===== config.mk =====
export PLATFORM = sky130hd
export DESIGN_NAME = uart_result_writer
export DESIGN_NICKNAME = d
export VERILOG_FILES = /design/src/rtl/uart_result_writer.sv
export SDC_FILE = /design/constraint.sdc
export NUM_CORES = 1
export LEC_CHECK = 0
export BUFFER_PORTS_ARGS = -buffer_cell sky130_fd_sc_hd__buf_4
export CAP_MARGIN = 5
export CELL_PAD_IN_SITES_DETAIL_PLACEMENT = 2
export CELL_PAD_IN_SITES_GLOBAL_PLACEMENT = 2
export CORE_UTILIZATION = 25
export DETAILED_ROUTE_END_ITERATION = 8
export PLACE_DENSITY_LB_ADDON = 0.1
export RECOVER_POWER = 50
export REMOVE_ABC_BUFFERS = 1
export SKIP_LAST_GASP = 1
export SYNTH_ARGS = -nofsm -noshare
export SYNTH_HDL_FRONTEND = slang
export SYNTH_SLANG_ARGS = --single-unit

===== constraint.sdc =====
create_clock -name clk -period 7 [get_ports clk]
set_input_delay 0.7 -clock clk [delete_from_list [all_inputs] [get_ports clk]]
set_output_delay 0.7 -clock clk [all_outputs]
set_load 0.02 [all_outputs]

===== src/rtl/uart_result_writer.sv =====
// Serialises an N_BYTES payload over an 8N1 UART line, byte 0 first, with
// the bytes sent back-to-back and a one-cycle done pulse at the end of the burst.
module uart_result_writer #(
  parameter int c_clkfreq  = 100_000_000,
  parameter int c_baudrate = 115_200,
  parameter int N_BYTES    = 10
) (
  input  logic                   clk,
  input  logic                   rst,
  input  logic                   start_i,
  input  logic [8*N_BYTES-1:0]   data_i,
  output logic                   tx_o,
  output logic                   busy_o,
  output logic                   tx_done_tick_o
);

  localparam int BIT_TICKS = c_clkfreq / c_baudrate;
  localparam int TICK_W    = $clog2(BIT_TICKS);
  localparam int BYTE_W    = $clog2(N_BYTES + 1);
  localparam logic [TICK_W-1:0] TICK_MAX  = TICK_W'(BIT_TICKS - 1);
  localparam logic [BYTE_W-1:0] LAST_BYTE = BYTE_W'(N_BYTES - 1);

  typedef enum logic [1:0] {IDLE, START, DATA, STOP} state_t;

  state_t                 state, state_next;
  logic [TICK_W-1:0]      tick_cnt, tick_next;
  logic [2:0]             bit_cnt, bit_next;
  logic [BYTE_W-1:0]      byte_cnt, byte_next;
  logic [8*N_BYTES-1:0]   shreg, shreg_next;
  logic                   tx_next, busy_next, done_next;
  logic                   period_end;

  always_ff @(posedge clk) begin
    if (rst) begin
      state          <= IDLE;
      tick_cnt       <= '0;
      bit_cnt        <= '0;
      byte_cnt       <= '0;
      tx_o           <= 1'b1;
      busy_o         <= 1'b0;
      tx_done_tick_o <= 1'b0;
    end else begin
      state          <= state_next;
      tick_cnt       <= tick_next;
      bit_cnt        <= bit_next;
      byte_cnt       <= byte_next;
      tx_o           <= tx_next;
      busy_o         <= busy_next;
      tx_done_tick_o <= done_next;
    end
  end

  // Payload buffer carries no control meaning, so it is left out of reset.
  always_ff @(posedge clk) begin
    shreg <= shreg_next;
  end

  always_comb begin
    state_next = state;
    tick_next  = tick_cnt;
    bit_next   = bit_cnt;
    byte_next  = byte_cnt;
    shreg_next = shreg;
    tx_next    = tx_o;
    busy_next  = busy_o;
    done_next  = 1'b0;
    period_end = (tick_cnt == TICK_MAX);

    case (state)
      IDLE: begin
        // A start coinciding with the done pulse is dropped deliberately.
        if (start_i && !tx_done_tick_o) begin
          state_next = START;
          shreg_next = data_i;
          tx_next    = 1'b0;
          busy_next  = 1'b1;
          tick_next  = '0;
          bit_next   = '0;
          byte_next  = '0;
        end
      end
      START: begin
        if (period_end) begin
          tick_next  = '0;
          state_next = DATA;
          tx_next    = shreg[0];
        end else begin
          tick_next = tick_cnt + 1'b1;
        end
      end
      DATA: begin
        if (period_end) begin
          tick_next  = '0;
          shreg_next = shreg >> 1;
          bit_next   = bit_cnt + 3'd1;
          if (bit_cnt == 3'd7) begin
            state_next = STOP;
            tx_next    = 1'b1;
          end else begin
            tx_next = shreg[1];
          end
        end else begin
          tick_next = tick_cnt + 1'b1;
        end
      end
      STOP: begin
        if (period_end) begin
          tick_next = '0;
          if (byte_cnt == LAST_BYTE) begin
            state_next = IDLE;
            byte_next  = '0;
            busy_next  = 1'b0;
            done_next  = 1'b1;
          end else begin
            byte_next  = byte_cnt + 1'b1;
            state_next = START;
            tx_next    = 1'b0;
          end
        end else begin
          tick_next = tick_cnt + 1'b1;
        end
      end
      default: state_next = IDLE;
    endcase
  end

endmodule


==> results of run 1 <==
[stage by stage]
stage / hold WS [ns] / setup WS (ns) / power (mW) / util [%]
after global routing: 0.5373 / 2.487 / 2.101 / 31.45
after detailed placement: 0.4905 / 3.826 / 1.529 / 30.19
after CTS: 0.5009 / 3.802 / 2.026 / 31.68
after global placement: 0.4754 / 3.928 / 1.512 / 30.19
after floorplan: 0.4477 / 2.281 / 1.359 / -
final: 0.4892 / 2.864 / 1.967 / 31.45
[per-layer routing]
metal	wire, um	vias up	track usage (%)
li1	-	1462	-
met1	4636	1511	14.01
met2	5293	58	19.21
met3	844	10	5.437
met4	131	0	3.644
met5	0	-	0
[power breakdown]
group / switching, mW / internal, mW / total [mW]
logic: 0.304 / 0.236 / 0.540
registers: 0.0489 / 0.898 / 0.947
clock network: 0.226 / 0.254 / 0.479
total: 0.579 / 1.39 / 1.97
[Yosys cell counts, types with 4 or more instances]
cell / instances / area [um^2]
a31oi_1: 6 / 37.54
nor3_1: 7 / 35.03
o21ai_0: 8 / 40.04
nand2_1: 12 / 45.04
inv_1: 10 / 37.54
clkbuf_1: 9 / 33.78
ha_1: 10 / 125.1
nand4_1: 6 / 37.54
buf_2: 7 / 35.03
edfxtp_1: 80 / 2402
nand3_1: 9 / 45.04
mux2_2: 79 / 889.6
nor2_1: 11 / 41.29
a21oi_1: 13 / 65.06
nor2b_1: 4 / 25.02
dfxtp_1: 22 / 440.4
[state kept, by name, summed over array words and instances, names as in the netlist]
name	flops
tick_cnt	10
byte_cnt	4
state	2
busy_o	1
tx_o	1
bit_cnt	3
shreg	80
tx_done_tick_o	1
[placed cells by master (no fill, tap or decap), types with 3 or more instances in the layout]
cell type,n
edfxtp_1,80
clkbuf_1,5
ha_1,10
dfxtp_1,22
and3_1,3
nor3_1,7
buf_4,84
a31oi_1,6
nor2_1,11
nand2b_1,3
nand4_1,6
o31ai_1,3
inv_1,10
mux2_2,79
nand2_1,12
nand3_1,9
mux2i_1,3
clkbuf_16,9
o21ai_0,8
nor2b_1,4
a21oi_1,13
or3_1,3
[cells by family (layout without fill, tap and decap cells)]
logic type               Yosys count  count (layout)
flip-flops                       102             102
AO/OA/AOI/OAI                     47              47
buffers and inverters             28             113
multiplexers                      82              82
AND/OR/NAND/NOR                   71              71
adder cells (fa/ha/maj)           10              10
[critical path, cell delays in order (launching register included)]
cell and delay [ns]:
dfxtp_1 0.40, inv_1 0.12, ha_1 0.43, a2111oi_0 1.60, a21o_4 0.45, buf_4 0.68
[worst max path at each step]
stage / start / end / slack, ns / depth (start not counted)
floorplan: state[0] / shreg[0] / 2.28 / 3
global placement: state[0] / shreg[20] / 3.93 / 5
detailed placement: state[0] / shreg[19] / 3.83 / 5
CTS: state[0] / shreg[18] / 3.80 / 5
global route: state[0] / shreg[15] / 2.49 / 5
finish: state[0] / shreg[15] / 2.86 / 5
[area by class of cell]
| type | instances | area [um^2] | area share (%) |
|---|---|---|---|
| sequential | 102 | 2843 | 48.48 |
| multi-input combinational | 210 | 1770 | 30.20 |
| timing repair buffer | 87 | 641.9 | 10.95 |
| tap | 234 | 292.8 | 4.994 |
| clock buffer | 12 | 246.5 | 4.204 |
| inverter | 10 | 37.54 | 0.6402 |
| clock inverter | 4 | 31.28 | 0.5335 |
==> run summary, run 1 <==
actual slew at the worst max-slew pin -> 1.902 ns
fill count -> 1981
Hold Crit Class -> flip-flop to flip-flop
Seq/Total Area, Yosys -> 59.90%
grt ovf -> 0
DRC Markers -> 0
Final Cycle Share -> 59.09%
die area -> 0.01954 mm^2
adder-cell area share of the yosys netlist -> 2.636%
H-tree levels -> 3
Mapped Cells -> 340
Setup Crit Path Kind -> flip-flop to flip-flop
TritonCTS clock tree -> yes
Die Width -> 139.8 um
pwr/cell area -> 335.5 mW/mm^2
first-pass GRT wire length -> 17540 um
pin count of the biggest net entering global routing -> 69
flop and latch count out of synthesis -> 102
Post-Layout Cell Count -> 659
setup tns final -> 0 ns
Synth Area in Simple Gates -> 8.358%
drt total wl -> 10910 um
FF-to-FF path depth -> 5
initial antenna violation count -> 0
MaxCap Viol Count -> 1
Worst Path Arrival -> 4.10 ns
Synth Area in XOR/XNOR -> 0%
initial core utilization -> 25.46%
Vias/cell -> 4.615
vias -> 3041
Worst EP required -> 6.97 ns
core area -> 0.01864 mm^2
worst vdd ir -> 0.1360 mV
# hold bufs at CTS -> 0
HPWL after detailed placement -> 7519 um
Avg Cell Area, Syn -> 13.96 um^2
R2R Path Start -> state[0]
reg-to-reg slack, setup -> 2.86 ns
Setup Buffers After CTS -> 0
Clock transition at path regs -> 0.07 ns
Hold Path Sink -> byte_cnt[3]
clock latency on the worst-skew pair -> 0.35 ns
Max-slew headroom -> -30.08%
Distinct cells, synth -> 50
Leak -> 2.095 nW
GRT Overall Usage -> 11.88%
placed cell areas -> 0.005628 mm^2
CTS root buf -> clkbuf_16
failing checks -> max-capacitance violations, max-slew violations
Num CTS Buffers -> 9
unrepaired setup endpoints after global routing -> no
Layout area overhead -> 23.54%
final count of negative-setup-slack endpoints -> 0
Iteration-0 DRC Markers -> 133
Post-synth EDFFs -> 80
clock skew -> 0.01192 ns
crit path time final -> 4.136 ns
Post-Place Cells -> 643
die height -> 139.8 um
share of post-route cells with drive strength above 1 -> 43.29%
Wirelength per Cell -> 16.55 um
final layout net count -> 513
row count -> 50
antenna-violating nets left -> 0
RR Endpoint -> shreg[15]
Clock Path Buffers -> 2
CP Capture Type -> flip-flop
CP max FO -> 62
fmax -> 0.2418 GHz
compound-cell area share of the yosys netlist -> 7.171%
asr flop ratio synth -> 0%
hold violation count in the final report -> 0
largest family of logic cells by synthesized area -> multiplexers
mux contribution to synthesized area -> 19.38%
CTS Sinks -> 102
First-pass DRT Iterations -> 4
hold path cells -> 2
post-CTS resize count -> 0
Port Buf Inserts -> 85
max-slew violation count -> 7
status -> complete, but fails checks
crit start category -> flip-flop
vias in the first global route -> 3321
post-route cell area -> 0.005863 mm^2
origin of the worst min-delay path -> byte_cnt[3]
cell area after synthesis -> 0.004746 mm^2
RePlAce Congestion -> 0.6911
Ant. Diodes -> 0
Synth warnings -> 0
I/O pin count -> 86
ys flop type -> edfxtp_1
(Power assumes the default switching activity.)
==> run 2: changes to the inputs <==
ABC_AREA = 1   (was unset)
clock period = 3.9 ns   (was 7 ns; I/O delays follow)
==> run 2 against run 1 <==
  * The flow finishes with violations (design-rule violations)
  * Sequential cell count unchanged
  * Design area decreased by 0.36%
  * Total power increased by 100%
  * Sequential share of layout area increased by 0.18 points
  * Hold slack got worse by 0.19 ns
  * Synthesized cell count increased by 55%
  * Cell count increased by 28%
  * First-iteration DRC count increased by 26%
  * Wire length increased by 10%
  * Critical endpoint is now shreg[43]
  * Highest routed layer unchanged
==> run summary, run 2 <==
clock latency on the worst-skew pair -> 0.35 ns (about the same)
Port Buf Inserts -> 85 (unchanged)
initial core utilization -> 25.82% (was 25.46%)
Clock Path Buffers -> 2 (unchanged)
Top delay family on crit path -> buffers and inverters (was compound AO/OA/AOI/OAI gates)
post-synth top area share -> 51.10% (was 50.62%)
die height -> 139.1 um (was 139.8 um)
final count of negative-setup-slack endpoints -> 0 (unchanged)
wl on met1 -> 5374 um (was 4636 um)
I/O pin count -> 86 (unchanged)
die area -> 0.01936 mm^2 (was 0.01954 mm^2)
most common cell in the netlist -> nand2_1 (was edfxtp_1)
asr flop ratio synth -> 0% (unchanged)
RePlAce Congestion -> 0.7094 (was 0.6911)
vias -> 3765 (was 3041)
Ant. Diodes -> 0 (unchanged)
row count -> 49 (was 50)
pre-CTS setup slack -> 1.320 ns (was 3.826 ns)
TritonCTS clock tree -> yes (unchanged)
cell area after synthesis -> 0.004701 mm^2 (was 0.004746 mm^2)
pwr/cell area -> 682.2 mW/mm^2 (was 335.5 mW/mm^2)
share of post-route cells with drive strength above 1 -> 18.43% (was 43.29%)
First-pass DRT Iterations -> 8 (was 4)
initial antenna violation count -> 0 (unchanged)
clock skew -> 0.009956 ns (was 0.01192 ns)
final core occ -> 32.08% (was 31.45%)
biggest regs -> shreg: 80 flops, tick_cnt: 10 flops, byte_cnt: 4 flops (unchanged)
Wirelength per Cell -> 14.28 um (was 16.55 um)
Vias/cell -> 4.471 (was 4.615)
CP bufs+invs -> 3 (was 2)
DRC Markers -> 1 (was 0)
crit path time final -> 2.915 ns (was 4.136 ns)
vias in the first global route -> 4141 (was 3321)
grt ovf -> 0 (unchanged)
final layout net count -> 701 (was 513)
Power, Total -> 3.986 mW (was 1.967 mW)
Synth warnings -> 0 (unchanged)
Flop pwr share -> 50.2% (was 48.2%)
post-CTS resize count -> 0 (unchanged)
Largest register FFs -> 80 (unchanged)
Combinational Power Share -> 26.4% (was 27.5%)
status -> complete, but fails checks (unchanged)
Post-Place Cells -> 826 (was 643)
# hold bufs at CTS -> 0 (unchanged)
critical path cell sequence -> inv_1, ha_1, nand2_1, nand2_2, clkinv_2, buf_12 (was inv_1, ha_1, a2111oi_0, a21o_4, buf_4)
Final Cycle Share -> 74.73% (was 59.09%)
H-tree levels -> 3 (unchanged)
Seq/Total Area, Yosys -> 60.47% (was 59.90%)
most frequent cells in the layout -> nand2_1, buf_4, edfxtp_1, dfxtp_1, inv_1 (was buf_4, edfxtp_1, mux2_2, dfxtp_1, a21oi_1)
Setup Buffers After CTS -> 0 (unchanged)
WL met2 -> 6042 um (was 5293 um)
Hold Crit Class -> input pin to flip-flop (was flip-flop to flip-flop)
fmax -> 0.3431 GHz (was 0.2418 GHz)
Iteration-0 DRC Markers -> 167 (was 133)
Post-synth EDFFs -> 80 (unchanged)
Worst Path Arrival -> 2.99 ns (was 4.10 ns)
CTS Sinks -> 102 (unchanged)
Clock Power Share -> 23.4% (was 24.4%)
HPWL after detailed placement -> 8184 um (was 7519 um)
Setup Crit Path Kind -> flip-flop to flip-flop (unchanged)
Layout area overhead -> 24.27% (was 23.54%)
Leak -> 2.583 nW (was 2.095 nW)
unrepaired setup endpoints after global routing -> no (unchanged)
Die Width -> 139.1 um (was 139.8 um)
area leader, netlist -> edfxtp_1 (unchanged)
Int Power -> 2.657 mW (was 1.388 mW)
first-pass GRT wire length -> 20340 um (was 17540 um)
worst hold margin -> 0.2995 ns (was 0.4892 ns)
CP Capture Type -> flip-flop (unchanged)
met3 wire length -> 439 um (was 844 um)
pin count of the biggest net entering global routing -> 82 (was 69)
CP max FO -> 45 (was 62)
max-slew violation count -> 0 (was 7)
hold violation count in the final report -> 0 (unchanged)
MaxCap Viol Count -> 0 (was 1)
Mapped Cells -> 528 (was 340)
actual slew at the worst max-slew pin -> 1.189 ns (was 1.902 ns)
Post-Layout Cell Count -> 842 (was 659)
worst vdd ir -> 0.2182 mV (was 0.1360 mV)
flop and latch count out of synthesis -> 102 (unchanged)
failing checks -> design-rule violations (was max-capacitance violations, max-slew violations)
Distinct cells, synth -> 27 (was 50)
fill count -> 2099 (was 1981)
Final Worst Setup Slack -> 0.9854 ns (was 2.864 ns)
DR top layer -> met4 (unchanged)
ys flop type -> edfxtp_1 (unchanged)
Synth area leaders -> edfxtp_1, nand2_1, dfxtp_1, ha_1, nand3_1 (was edfxtp_1, mux2_2, dfxtp_1, ha_1, a21oi_1)
Biggest register -> shreg (unchanged)
Worst EP required -> 3.98 ns (was 6.97 ns)
most frequent cells after synthesis -> nand2_1, edfxtp_1, dfxtp_1, inv_1, nor2_1 (was edfxtp_1, mux2_2, dfxtp_1, a21oi_1, nand2_1)
antenna-violating nets left -> 0 (unchanged)
GRT Overall Usage -> 13.36% (was 11.88%)
sw frac -> 33.33% (was 29.44%)
core area -> 0.01821 mm^2 (was 0.01864 mm^2)
drt total wl -> 12020 um (was 10910 um)
CTS root buf -> clkbuf_16 (unchanged)
Clock transition at path regs -> 0.07 ns (about the same)
Num CTS Buffers -> 9 (unchanged)
slowest CP cell -> ha_1 (was a2111oi_0)
Avg Cell Area, Syn -> 8.903 um^2 (was 13.96 um^2)
Psw -> 1.328 mW (was 0.5789 mW)
commonest non-fill, non-tap cell in the layout -> nand2_1 (was buf_4)
Max-slew headroom -> 20.73% (was -30.08%)
crit start category -> flip-flop (unchanged)
Max stage delay on crit path -> 0.85 ns (was 1.60 ns)
==> run 2: changes by cell type after synthesis, moves of 4 or more <==
| cell | before | now |
|---|---|---|
| nor2b_1 | 4 | 0 |
| nor3_1 | 7 | 3 |
| nand3_1 | 9 | 18 |
| nor2_1 | 11 | 20 |
| mux2_2 | 79 | 0 |
| nand2_1 | 12 | 283 |
| a31oi_1 | 6 | 0 |
| inv_1 | 10 | 21 |
| inv_2 | 0 | 6 |
| nand2_2 | 0 | 4 |
==> run 2: stage by stage <==
step	cell area, um^2	setup TNS (ns)
5_1_grt	5842	0
6_report	5842	0
2_1_floorplan	4614	-61.15
3_5_place_dp	5595	0
3_3_place_gp	5595	0
4_1_cts	5899	0
==> run 2: final cells by class <==
cell class / count / area [um^2] / area share, %
repair buffers: 89 / 663.1 / 11.35
clock buffers: 9 / 225.2 / 3.855
multi-input cells: 379 / 1643 / 28.12
well taps: 229 / 286.5 / 4.905
inverters: 27 / 102.6 / 1.756
flip-flops and latches: 102 / 2843 / 48.66
clock inverters: 7 / 78.83 / 1.349
==> run 2: logic make-up (layout without fill, tap and decap cells) <==
kind of cell | Yosys count | in the layout | share of synthesized area (%)
adder cells (fa/ha/maj) | 10 | 10 | 2.662
flip-flops | 102 | 102 | 60.47
AND/OR/NAND/NOR | 337 | 337 | 28.61
XOR/XNOR | 3 | 3 | 0.5591
buffers and inverters | 47 | 132 | 3.993
AO/OA/AOI/OAI | 29 | 29 | 3.700
==> run 2: final timing paths <==
path	start	slack, ns	cells after the start	end
max	state[0]	0.99	6	shreg[43]
max reg2reg	state[0]	0.99	6	shreg[43]
min reg2reg	bit_cnt[2]	0.47	2	bit_cnt[2]
min	data_i[64]	0.30	3	shreg[64]
==> run 2: tightest hold or removal path: stages <==
cell     delay, ns
buf_4         0.07
nand2_1       0.04
nand2_1       0.04
==> run 2: power by group through the flow <==
stage               Sequential [mW]  Combinational, mW  Clock (mW)
CTS                            2.01               1.13       0.979
global placement               2.02               1.08           0
floorplan                      2.00              0.702           0
finish                         2.00               1.05       0.933
global route                   2.06               1.23        1.01
detailed placement             2.03               1.12           0
==> run 2: routing by layer <==
| layer | GRT usage, % | up-vias |
|---|---|---|
| met5 | 0 | - |
| met2 | 23.84 | 56 |
| met4 | 4.211 | 0 |
| li1 | - | 1861 |
| met3 | 3.349 | 9 |
| met1 | 15.65 | 1839 |
==> run 3: changes to the inputs <==
clock period = 2.8 ns   (was 3.9 ns; I/O delays follow)
==> run 3 against run 2 <==
  * The flow now finishes without violations
  * Core utilization is essentially flat
  * Via count grew 0.13%
  * Total power grew 38%
  * First-iteration DRC count shrank 17%
  * Sequential cell count is the same
  * Hold slack lost 0.11 ns
  * Sequential share of layout area shrank 0.062 points
  * Critical path type unchanged
  * Largest cell class unchanged
==> run summary, run 3 (same netlist as run 2, synthesis figures left out) <==
row count -> 49 (unchanged)
biggest regs -> shreg: 80 flops, tick_cnt: 10 flops, byte_cnt: 4 flops (unchanged)
most frequent cells in the layout -> nand2_1, buf_4, edfxtp_1, inv_1, dfxtp_1 (was nand2_1, buf_4, edfxtp_1, dfxtp_1, inv_1)
CTS root buf -> clkbuf_16 (unchanged)
drt total wl -> 12190 um (was 12020 um)
Top delay family on crit path -> buffers and inverters (unchanged)
Setup Buffers After CTS -> 0 (unchanged)
Clock transition at path regs -> 0.08 ns (was 0.07 ns)
Iteration-0 DRC Markers -> 139 (was 167)
MaxCap Viol Count -> 0 (unchanged)
clock skew -> 0.01064 ns (was 0.009956 ns)
Leak -> 2.581 nW (was 2.583 nW)
Wirelength per Cell -> 14.47 um (was 14.28 um)
Max stage delay on crit path -> 0.41 ns (was 0.85 ns)
initial core utilization -> 25.82% (unchanged)
# hold bufs at CTS -> 0 (unchanged)
Ant. Diodes -> 0 (unchanged)
CP bufs+invs -> 3 (unchanged)
worst vdd ir -> 0.3164 mV (was 0.2182 mV)
share of post-route cells with drive strength above 1 -> 18.43% (unchanged)
First-pass DRT Iterations -> 6 (was 8)
TritonCTS clock tree -> yes (unchanged)
Largest register FFs -> 80 (unchanged)
post-CTS resize count -> 0 (unchanged)
initial antenna violation count -> 0 (unchanged)
Die Width -> 139.1 um (unchanged)
Worst Path Arrival -> 2.46 ns (was 2.99 ns)
max-slew violation count -> 0 (unchanged)
crit start category -> flip-flop (unchanged)
Final Cycle Share -> 79.20% (was 74.73%)
commonest non-fill, non-tap cell in the layout -> nand2_1 (unchanged)
Port Buf Inserts -> 85 (unchanged)
Hold Crit Class -> input pin to flip-flop (unchanged)
slowest CP cell -> dfxtp_1 (was ha_1)
I/O pin count -> 86 (unchanged)
CP Capture Type -> flip-flop (unchanged)
CTS Sinks -> 102 (unchanged)
unrepaired setup endpoints after global routing -> no (unchanged)
Worst EP required -> 3.04 ns (was 3.98 ns)
HPWL after detailed placement -> 8180 um (was 8184 um)
pin count of the biggest net entering global routing -> 84 (was 82)
H-tree levels -> 3 (unchanged)
Setup Crit Path Kind -> flip-flop to flip-flop (unchanged)
multi-input logic area -> 0.001672 mm^2 (was 0.001643 mm^2)
final count of negative-setup-slack endpoints -> 0 (unchanged)
Vias/cell -> 4.477 (was 4.471)
hold violation count in the final report -> 0 (unchanged)
crit path time final -> 2.218 ns (was 2.915 ns)
fill count -> 2053 (was 2099)
grt ovf -> 0 (unchanged)
status -> finished, final reports clean (was complete, but fails checks)
first-pass GRT wire length -> 20200 um (was 20340 um)
worst hold margin -> 0.1875 ns (was 0.2995 ns)
Power, Total -> 5.492 mW (was 3.986 mW)
Clock Path Buffers -> 2 (unchanged)
antenna-violating nets left -> 0 (unchanged)
Layout area overhead -> 24.43% (was 24.27%)
CP max FO -> 13 (was 45)
Num CTS Buffers -> 9 (unchanged)
GRT Overall Usage -> 13.31% (was 13.36%)
setup tns final -> 0 ns (unchanged)
die area -> 0.01936 mm^2 (unchanged)
core area -> 0.01821 mm^2 (unchanged)
RePlAce Congestion -> 0.7282 (was 0.7094)
Biggest register -> shreg (unchanged)
Max-slew headroom -> 39.28% (was 20.73%)
final layout net count -> 701 (unchanged)
clock latency on the worst-skew pair -> 0.35 ns (about the same)
die height -> 139.1 um (unchanged)
actual slew at the worst max-slew pin -> 0.9108 ns (was 1.189 ns)
fmax -> 0.4509 GHz (was 0.3431 GHz)
pwr/cell area -> 938.9 mW/mm^2 (was 682.2 mW/mm^2)
vias -> 3770 (was 3765)
vias in the first global route -> 4117 (was 4141)
critical path cell sequence -> inv_1, ha_1, inv_1, a21oi_1, clkbuf_1, a21oi_4, nand2_1, nand2_1, o21a_1, nor2_1 (was inv_1, ha_1, nand2_1, nand2_2, clkinv_2, buf_12)
final core occ -> 32.12% (was 32.08%)
DRC Markers -> 0 (was 1)
FF+latch area -> 0.002843 mm^2 (unchanged)
## run 3: through the flow
step           setup slack [ns]  instance area (um^2)  instances
2_1_floorplan            -1.839                  4614        508
3_3_place_gp             0.7100                  5595        826
3_5_place_dp             0.5758                  5595        826
4_1_cts                  0.5703                  5876        842
5_1_grt                  0.3341                  5849        842
6_report                 0.5823                  5849        842
## run 3: cell type report
cell class / instances / area share [%]
Multi-Input combinational cell: 379 / 28.58
Tap cell: 229 / 4.898
Clock buffer: 9 / 3.850
Clock inverter: 7 / 0.9412
Timing Repair Buffer: 89 / 11.38
Inverter: 27 / 1.754
Sequential cell: 102 / 48.60
## run 3: per-layer routing
layer / part of all wire, % / global-route usage [%] / vias up
li1: - / - / 1856
met5: 0 / 0 / -
met3: 4.1 / 3.798 / 8
met1: 45 / 15.54 / 1846
met2: 50 / 23.71 / 60
met4: 0.99 / 3.684 / 0
## run 3: power by group
part	leakage (nW)	total [mW]	internal [mW]	switching [mW]
combinational	1.49	1.48	0.426	1.05
sequential	0.955	2.79	2.57	0.213
clock	0.140	1.23	0.618	0.613
## run 3: final timing paths
kind / from / endpoint / slack, ns / cells past startpoint
setup / recovery: state[0] / byte_cnt[3] / 0.58 / 10
hold / removal: data_i[75] / shreg[75] / 0.19 / 3
setup reg to reg: state[0] / byte_cnt[3] / 0.58 / 10
hold reg to reg: busy_o / busy_o / 0.46 / 2
## run 3: worst register-to-register path: stages, from the launching register on
cell      delay, ns
dfxtp_1        0.41
inv_1          0.15
ha_1           0.22
inv_1          0.21
a21oi_1        0.11
clkbuf_1       0.32
a21oi_4        0.29
nand2_1        0.17
nand2_1        0.09
o21a_1         0.11
nor2_1         0.03
